==> src/rtl/idct_row_mul.sv <==
// IDCT row multiply stage: gathers eight coefficients, applies the fixed-point
// rotation constants and registers operands s0..s11. Optional macro: IDCT_ROW_AC_ZERO_EN.
module idct_row_mul #(
   parameter int IN_W = 16,
   parameter int FRAC = 12,
   parameter int KC2  = 3784,
   parameter int KC4  = 2896,
   parameter int KC6  = 1567
) (
   input  logic                   clk,
   input  logic                   rst_n,
   input  logic                   in_valid,
   output logic                   in_ready,
   input  logic signed [IN_W-1:0] in_data,
   output logic                   out_valid,
   input  logic                   out_ready,
   output logic signed [31:0]     s0,
   output logic signed [31:0]     s1,
   output logic signed [31:0]     s2,
   output logic signed [31:0]     s3,
   output logic signed [31:0]     s4,
   output logic signed [31:0]     s5,
   output logic signed [31:0]     s6,
   output logic signed [31:0]     s7,
   output logic signed [31:0]     s8,
   output logic signed [31:0]     s9,
   output logic signed [31:0]     s10,
   output logic signed [31:0]     s11
`ifdef IDCT_ROW_AC_ZERO_EN
   ,
   output logic                   out_ac_zero
`endif
);

   localparam int PW    = IN_W + 17;
   localparam int RND_I = 1 << (FRAC - 1);

   localparam logic signed [15:0] K2 = 16'(KC2);
   localparam logic signed [15:0] K4 = 16'(KC4);
   localparam logic signed [15:0] K6 = 16'(KC6);

   typedef enum logic {
      FILL = 1'b0,
      HOLD = 1'b1
   } state_t;

   state_t                 state;
   state_t                 state_nxt;
   logic [2:0]             cnt;
   logic signed [IN_W-1:0] row_buf [8];
   logic                   accept;
   logic                   load;
   logic signed [31:0]     prod [12];
   logic signed [IN_W:0]   sum17;
   logic signed [IN_W:0]   sum35;

   // Coefficient sign-extended by one bit so pair sums cannot overflow.
   function automatic logic signed [IN_W:0] ext1(input logic signed [IN_W-1:0] x);
      return {x[IN_W-1], x};
   endfunction

   function automatic logic signed [31:0] sx32(input logic signed [IN_W-1:0] x);
      return 32'(x);
   endfunction

   // Round-half-up fixed-point multiply: (a*k + half) >>> FRAC.
   function automatic logic signed [31:0] mul_round(input logic signed [IN_W:0] a,
                                                    input logic signed [15:0]  k);
      logic signed [PW-1:0] p;
      logic signed [PW-1:0] sh;
      p  = PW'(a) * PW'(k);
      p  = p + PW'(RND_I);
      sh = p >>> FRAC;
      return 32'(sh);
   endfunction

   assign accept = in_valid && in_ready;

   always_ff @(posedge clk or negedge rst_n) begin
      if (!rst_n) begin
         state <= FILL;
      end else begin
         state <= state_nxt;
      end
   end

   always_comb begin
      state_nxt = state;
      in_ready  = 1'b0;
      load      = 1'b0;
      case (state)
         FILL: begin
            in_ready = 1'b1;
            if (in_valid && (cnt == 3'd7)) begin
               state_nxt = HOLD;
            end
         end
         HOLD: begin
            if (!out_valid || out_ready) begin
               load      = 1'b1;
               state_nxt = FILL;
            end
         end
         default: state_nxt = FILL;
      endcase
   end

   // Stage 0: row collection
   always_ff @(posedge clk or negedge rst_n) begin
      if (!rst_n) begin
         cnt <= 3'd0;
         for (int i = 0; i < 8; i++) begin
            row_buf[i] <= '0;
         end
      end else if (accept) begin
         row_buf[cnt] <= in_data;
         cnt          <= (cnt == 3'd7) ? 3'd0 : cnt + 3'd1;
      end
   end

   always_comb begin
      sum17    = ext1(row_buf[1]) + ext1(row_buf[7]);
      sum35    = ext1(row_buf[3]) + ext1(row_buf[5]);
      prod[0]  = sx32(row_buf[0]);
      prod[1]  = mul_round(ext1(row_buf[2]), K2);
      prod[2]  = mul_round(ext1(row_buf[6]), K6);
      prod[3]  = sx32(row_buf[4]);
      prod[4]  = sx32(row_buf[1]);
      prod[5]  = sx32(row_buf[7]);
      prod[6]  = sx32(row_buf[5]);
      prod[7]  = sx32(row_buf[3]);
      prod[8]  = mul_round(sum17, K4);
      prod[9]  = mul_round(sum35, K4);
      prod[10] = mul_round(ext1(row_buf[2]), K6);
      prod[11] = mul_round(ext1(row_buf[6]), K2);
   end

   // Stage 1: output operand registers; a load in the same cycle as a drain keeps out_valid high
   always_ff @(posedge clk or negedge rst_n) begin
      if (!rst_n) begin
         out_valid <= 1'b0;
         s0  <= '0;
         s1  <= '0;
         s2  <= '0;
         s3  <= '0;
         s4  <= '0;
         s5  <= '0;
         s6  <= '0;
         s7  <= '0;
         s8  <= '0;
         s9  <= '0;
         s10 <= '0;
         s11 <= '0;
      end else begin
         if (load) begin
            out_valid <= 1'b1;
         end else if (out_ready) begin
            out_valid <= 1'b0;
         end
         if (load) begin
            s0  <= prod[0];
            s1  <= prod[1];
            s2  <= prod[2];
            s3  <= prod[3];
            s4  <= prod[4];
            s5  <= prod[5];
            s6  <= prod[6];
            s7  <= prod[7];
            s8  <= prod[8];
            s9  <= prod[9];
            s10 <= prod[10];
            s11 <= prod[11];
         end
      end
   end

`ifdef IDCT_ROW_AC_ZERO_EN
   logic ac_zero;

   always_comb begin
      ac_zero = 1'b1;
      for (int i = 1; i < 8; i++) begin
         if (row_buf[i] != '0) begin
            ac_zero = 1'b0;
         end
      end
   end

   always_ff @(posedge clk or negedge rst_n) begin
      if (!rst_n) begin
         out_ac_zero <= 1'b0;
      end else if (load) begin
         out_ac_zero <= ac_zero;
      end
   end
`endif

endmodule

==> config.mk <==
export PLATFORM = sky130hd
export DESIGN_NAME = idct_row_mul
export DESIGN_NICKNAME = d
export VERILOG_FILES = /design/src/rtl/idct_row_mul.sv
export SDC_FILE = /design/constraint.sdc
export NUM_CORES = 2
export LEC_CHECK = 0
export CORE_UTILIZATION = 30
export CTS_CLUSTER_SIZE = 20
export DETAILED_ROUTE_END_ITERATION = 7
export GPL_TIMING_DRIVEN = 0
export HOLD_SLACK_MARGIN = 0.05
export MAX_ROUTING_LAYER = met4
export PLACE_DENSITY = 0.46
export REMOVE_ABC_BUFFERS = 1
export SETUP_SLACK_MARGIN = 0.5
export SYNTH_ARGS = -nofsm -noshare
export SYNTH_HDL_FRONTEND = slang
export SYNTH_SLANG_ARGS = --single-unit
export TNS_END_PERCENT = 20
==> constraint.sdc <==
create_clock -name clk -period 7.8 [get_ports clk]
set_input_delay 0.78 -clock clk [delete_from_list [all_inputs] [get_ports clk]]
set_output_delay 0.78 -clock clk [all_outputs]
set_load 0.02 [all_outputs]
==> flow_metrics.py <==
metrics = {
    "sta": {
        "rsz0062_at_grt": "true",
        "fin_crit_ps": 7110,
        "slew_headroom": 0.107,
        "slew_viol_final": 0,
        "fmax_ghz": 0.141,
        "worst_slew_pin_slew_ps": 1340,
        "hold_viol": 0,
        "fin_hold_ws_ps": 141,
        "setup_violations": 0,
        "period_share": 0.912,
        "finalWorstSetupSlack_ps": 687,
        "skew_ps": 25.7,
    },
    "synthesis": {
        "yosysTopAreaCellShare": 0.236,
        "ys.flop_type": "dfrtp_1",
        "avgSynthCellArea_um2": 9.66,
        "ys_ff_latch": 337,
        "synth_area_um2": 35800,
        "synthCells": 3701,
        "synth_seq_area_share": 0.236,
        "synthArstFlopShare": 1.00,
        "synth_area_leader_cell": "dfrtp_1",
        "ys_top_cells_by_area": "dfrtp_1 24%, fa_1 19%, ha_1 17%",
        "ys_warn_count": 0,
        "synth-edff-count": 0,
        "synth_cell_types": 109,
    },
    "global_routing": {
        "antenna_found_initial": 7,
        "grt.overflow.total": 0,
        "track_usage": 0.162,
        "grt_pass1_wl_um": 149000,
        "grt_start_max_net_pins": 102,
        "grt_pass1_vias": 25900,
    },
    "floorplan": {
        "placementRows": 126,
        "start_util": 0.303,
        "io_pins": 406,
        "dieArea_um2": 121000,
        "coreArea_um2": 118000,
        "die_x_um": 347,
        "fp.dieH_um": 347,
    },
    "final_layout": {
        "num-fill-cells": 12000,
        "area_growth_pct": 20.4,
        "layout_commonest_cell": "inv_1",
        "drive_gt1_frac": 0.104,
        "design_area_um2": 43100,
        "mostFrequentLayoutCells": "563 x inv_1, 493 x nand2_1, 461 x ha_1",
        "final_nets": 4776,
    },
    "route": {
        "first_iter_violations": 958,
        "post_drt_via_cell_ratio": 4.60,
        "drc_errors": 0,
        "dr.pass1.iters": 5,
        "num_vias": 25400,
        "drt-total-wl_um": 93500,
        "postRouteAntennaNets": 0,
        "post_drt_wl_per_cell_um": 17.0,
    },
    "placement": {
        "dp_hpwl_um": 73900,
        "place.gp.congestion": 0.828,
        "place.port_buffers": 405,
        "pre_cts_slack_ps": -848,
        "postPlaceCellArea_um2": 40400,
    },
    "clock_network": {
        "htreeDepth": 2,
        "clockBufferDepth": 3,
        "root_buffer": "clkbuf_16",
        "numCtsBuffers": 47,
        "cts_tree": "done",
        "cts.sinks": 337,
        "clk-insertion-delay-late_ps": 620,
        "cts-hold-fix-buffers": 0,
        "clk_pin_slew_worst_paths_ps": 60,
    },
    "critical_path": {
        "crit_arrival_ps": 7600,
        "crit_type": "reg2reg",
        "ff2ff_setup_slack_ps": 690,
        "required_ps": 8290,
        "setup.worst_path.start_class": "register",
        "crit_path_max_fanout": 7,
        "end_kind": "register",
    },
    "job": {
        "maxCapViolations": 0,
    },
    "worst_hold_path": {
        "hold_class": "in2async",
    },
    "run_status": {
        "status": "complete, no violations",
    },
}
## per-stage QoR
| step | setup TNS (ps) | util | instances |
|---|---|---|---|
| after global routing | 0 | 0.365 | 5512 |
| after global placement | -3926280 | 0.339 | 5375 |
| after floorplan | 0 | - | 3434 |
| after CTS | 0 | 0.360 | 5493 |
| final | 0 | 0.365 | 5515 |
| after detailed placement | -3070 | 0.342 | 5391 |
## Yosys cell counts, types with 5 or more instances
| library cell | n |
|---|---|
| inv_1 | 564 |
| nand2_1 | 496 |
| ha_1 | 476 |
| fa_1 | 340 |
| dfrtp_1 | 337 |
| buf_4 | 180 |
| o21ai_0 | 175 |
| xnor2_1 | 145 |
| mux2_2 | 124 |
| nor2_1 | 105 |
| a21oi_1 | 95 |
| xor2_1 | 87 |
| clkbuf_1 | 68 |
| a21o_1 | 43 |
| nor3_1 | 38 |
| nand3_1 | 35 |
| and2_1 | 31 |
| nand4_1 | 26 |
| and3_1 | 20 |
| nand2b_1 | 20 |
| nor2b_1 | 18 |
| a211oi_1 | 17 |
| a31oi_1 | 17 |
| o21bai_1 | 17 |
| o21a_1 | 15 |
| or3_1 | 12 |
| o21ai_1 | 11 |
| a211o_1 | 9 |
| buf_2 | 9 |
| o211ai_1 | 9 |
| o31ai_1 | 8 |
| buf_1 | 6 |
| nor4_1 | 6 |
| and4_1 | 5 |
| mux2i_1 | 5 |
| or2_2 | 5 |
| or4_1 | 5 |
## state kept, by name, indices dropped and copies added (netlist names), 3 cells and up
name	flops
s10	17
s9	19
s2	17
s5	16
prod	96
s1	18
s3	16
s11	18
s0	16
s8	19
s7	16
row_buf	32
cnt	3
s4	16
s6	16
## cell type report
| type | count | area (µm²) | share of cell area |
|---|---|---|---|
| timing repair buffer | 457 | 4670 | 0.108 |
| tap | 1536 | 1920 | 0.0446 |
| sequential | 337 | 8440 | 0.196 |
| clock inverter | 25 | 333 | 0.00773 |
| clock buffer | 60 | 1280 | 0.0298 |
| inverter | 566 | 2130 | 0.0494 |
| antenna | 3 | 7.51 | 0.000174 |
| multi-input combinational | 2531 | 24300 | 0.564 |
## layer usage
| metal | GRT usage | up-vias | part of all wire |
|---|---|---|---|
| met4 | 0.0399 | 0 | 0.024 |
| met3 | 0.0192 | 106 | 0.031 |
| met2 | 0.268 | 377 | 0.48 |
| met5 | - | - | 0 |
| li1 | - | 12400 | - |
| met1 | 0.211 | 12500 | 0.46 |
## critical path, stage by stage, from the launching register on
cell and delay [ps]:
dfrtp_1 400, ha_1 570, nand2_1 80, o21ai_0 550
o21bai_4 280, a21o_1 160, a21oi_2 90, xnor2_2 190
ha_1 310, inv_1 60, fa_1 500, inv_1 50
fa_1 490, inv_1 60, fa_1 540, inv_1 70
ha_4 290, nand3_1 70, o2bb2ai_1 380, a21oi_2 120
a211oi_2 290, or3_1 210, nand4_1 160, or4_4 620
nor3_2 180, xor2_1 170, o21ai_1 80
## final timing paths
kind	startpoint	to	cells past startpoint
max in group asynchronous	rst_n	s9[4]$_DFFE_PN0P_	3
min	rst_n	s8[0]$_DFFE_PN0P_	1
min reg2reg	prod[359]$_DFFE_PN0P_	s0[7]$_DFFE_PN0P_	2
max reg2reg	prod[137]$_DFFE_PN0P_	s9[16]$_DFFE_PN0P_	26
min in group clk	prod[359]$_DFFE_PN0P_	s0[7]$_DFFE_PN0P_	2
max	prod[137]$_DFFE_PN0P_	s9[16]$_DFFE_PN0P_	26
## cell families (layout without fill, tap and decap cells)
group                    count (synthesis)  in the layout  share of synthesized area
multiplexers                           130            130                     0.0408
adder cells (fa/ha/maj)                817            817                      0.357
flip-flops                             337            337                      0.236
other                                    0              3                          0
XOR/XNOR                               238            238                     0.0597
buffers and inverters                  833           1108                      0.107
AND/OR/NAND/NOR                        863            863                      0.112
AO/OA/AOI/OAI                          483            483                     0.0874
## repair_timing
| item | CTS | global route |
|---|---|---|
| buffers inserted | 17 | 19 |
| pin swaps | 20 | 36 |
| endpoints found under the setup margin | 23 | 14 |
| resized for setup | 61 | 85 |
| endpoints found under the hold margin | 0 | 0 |
Power is not shown: default switching activity piles up to over one toggle a cycle in this logic, so the estimate is an artifact.
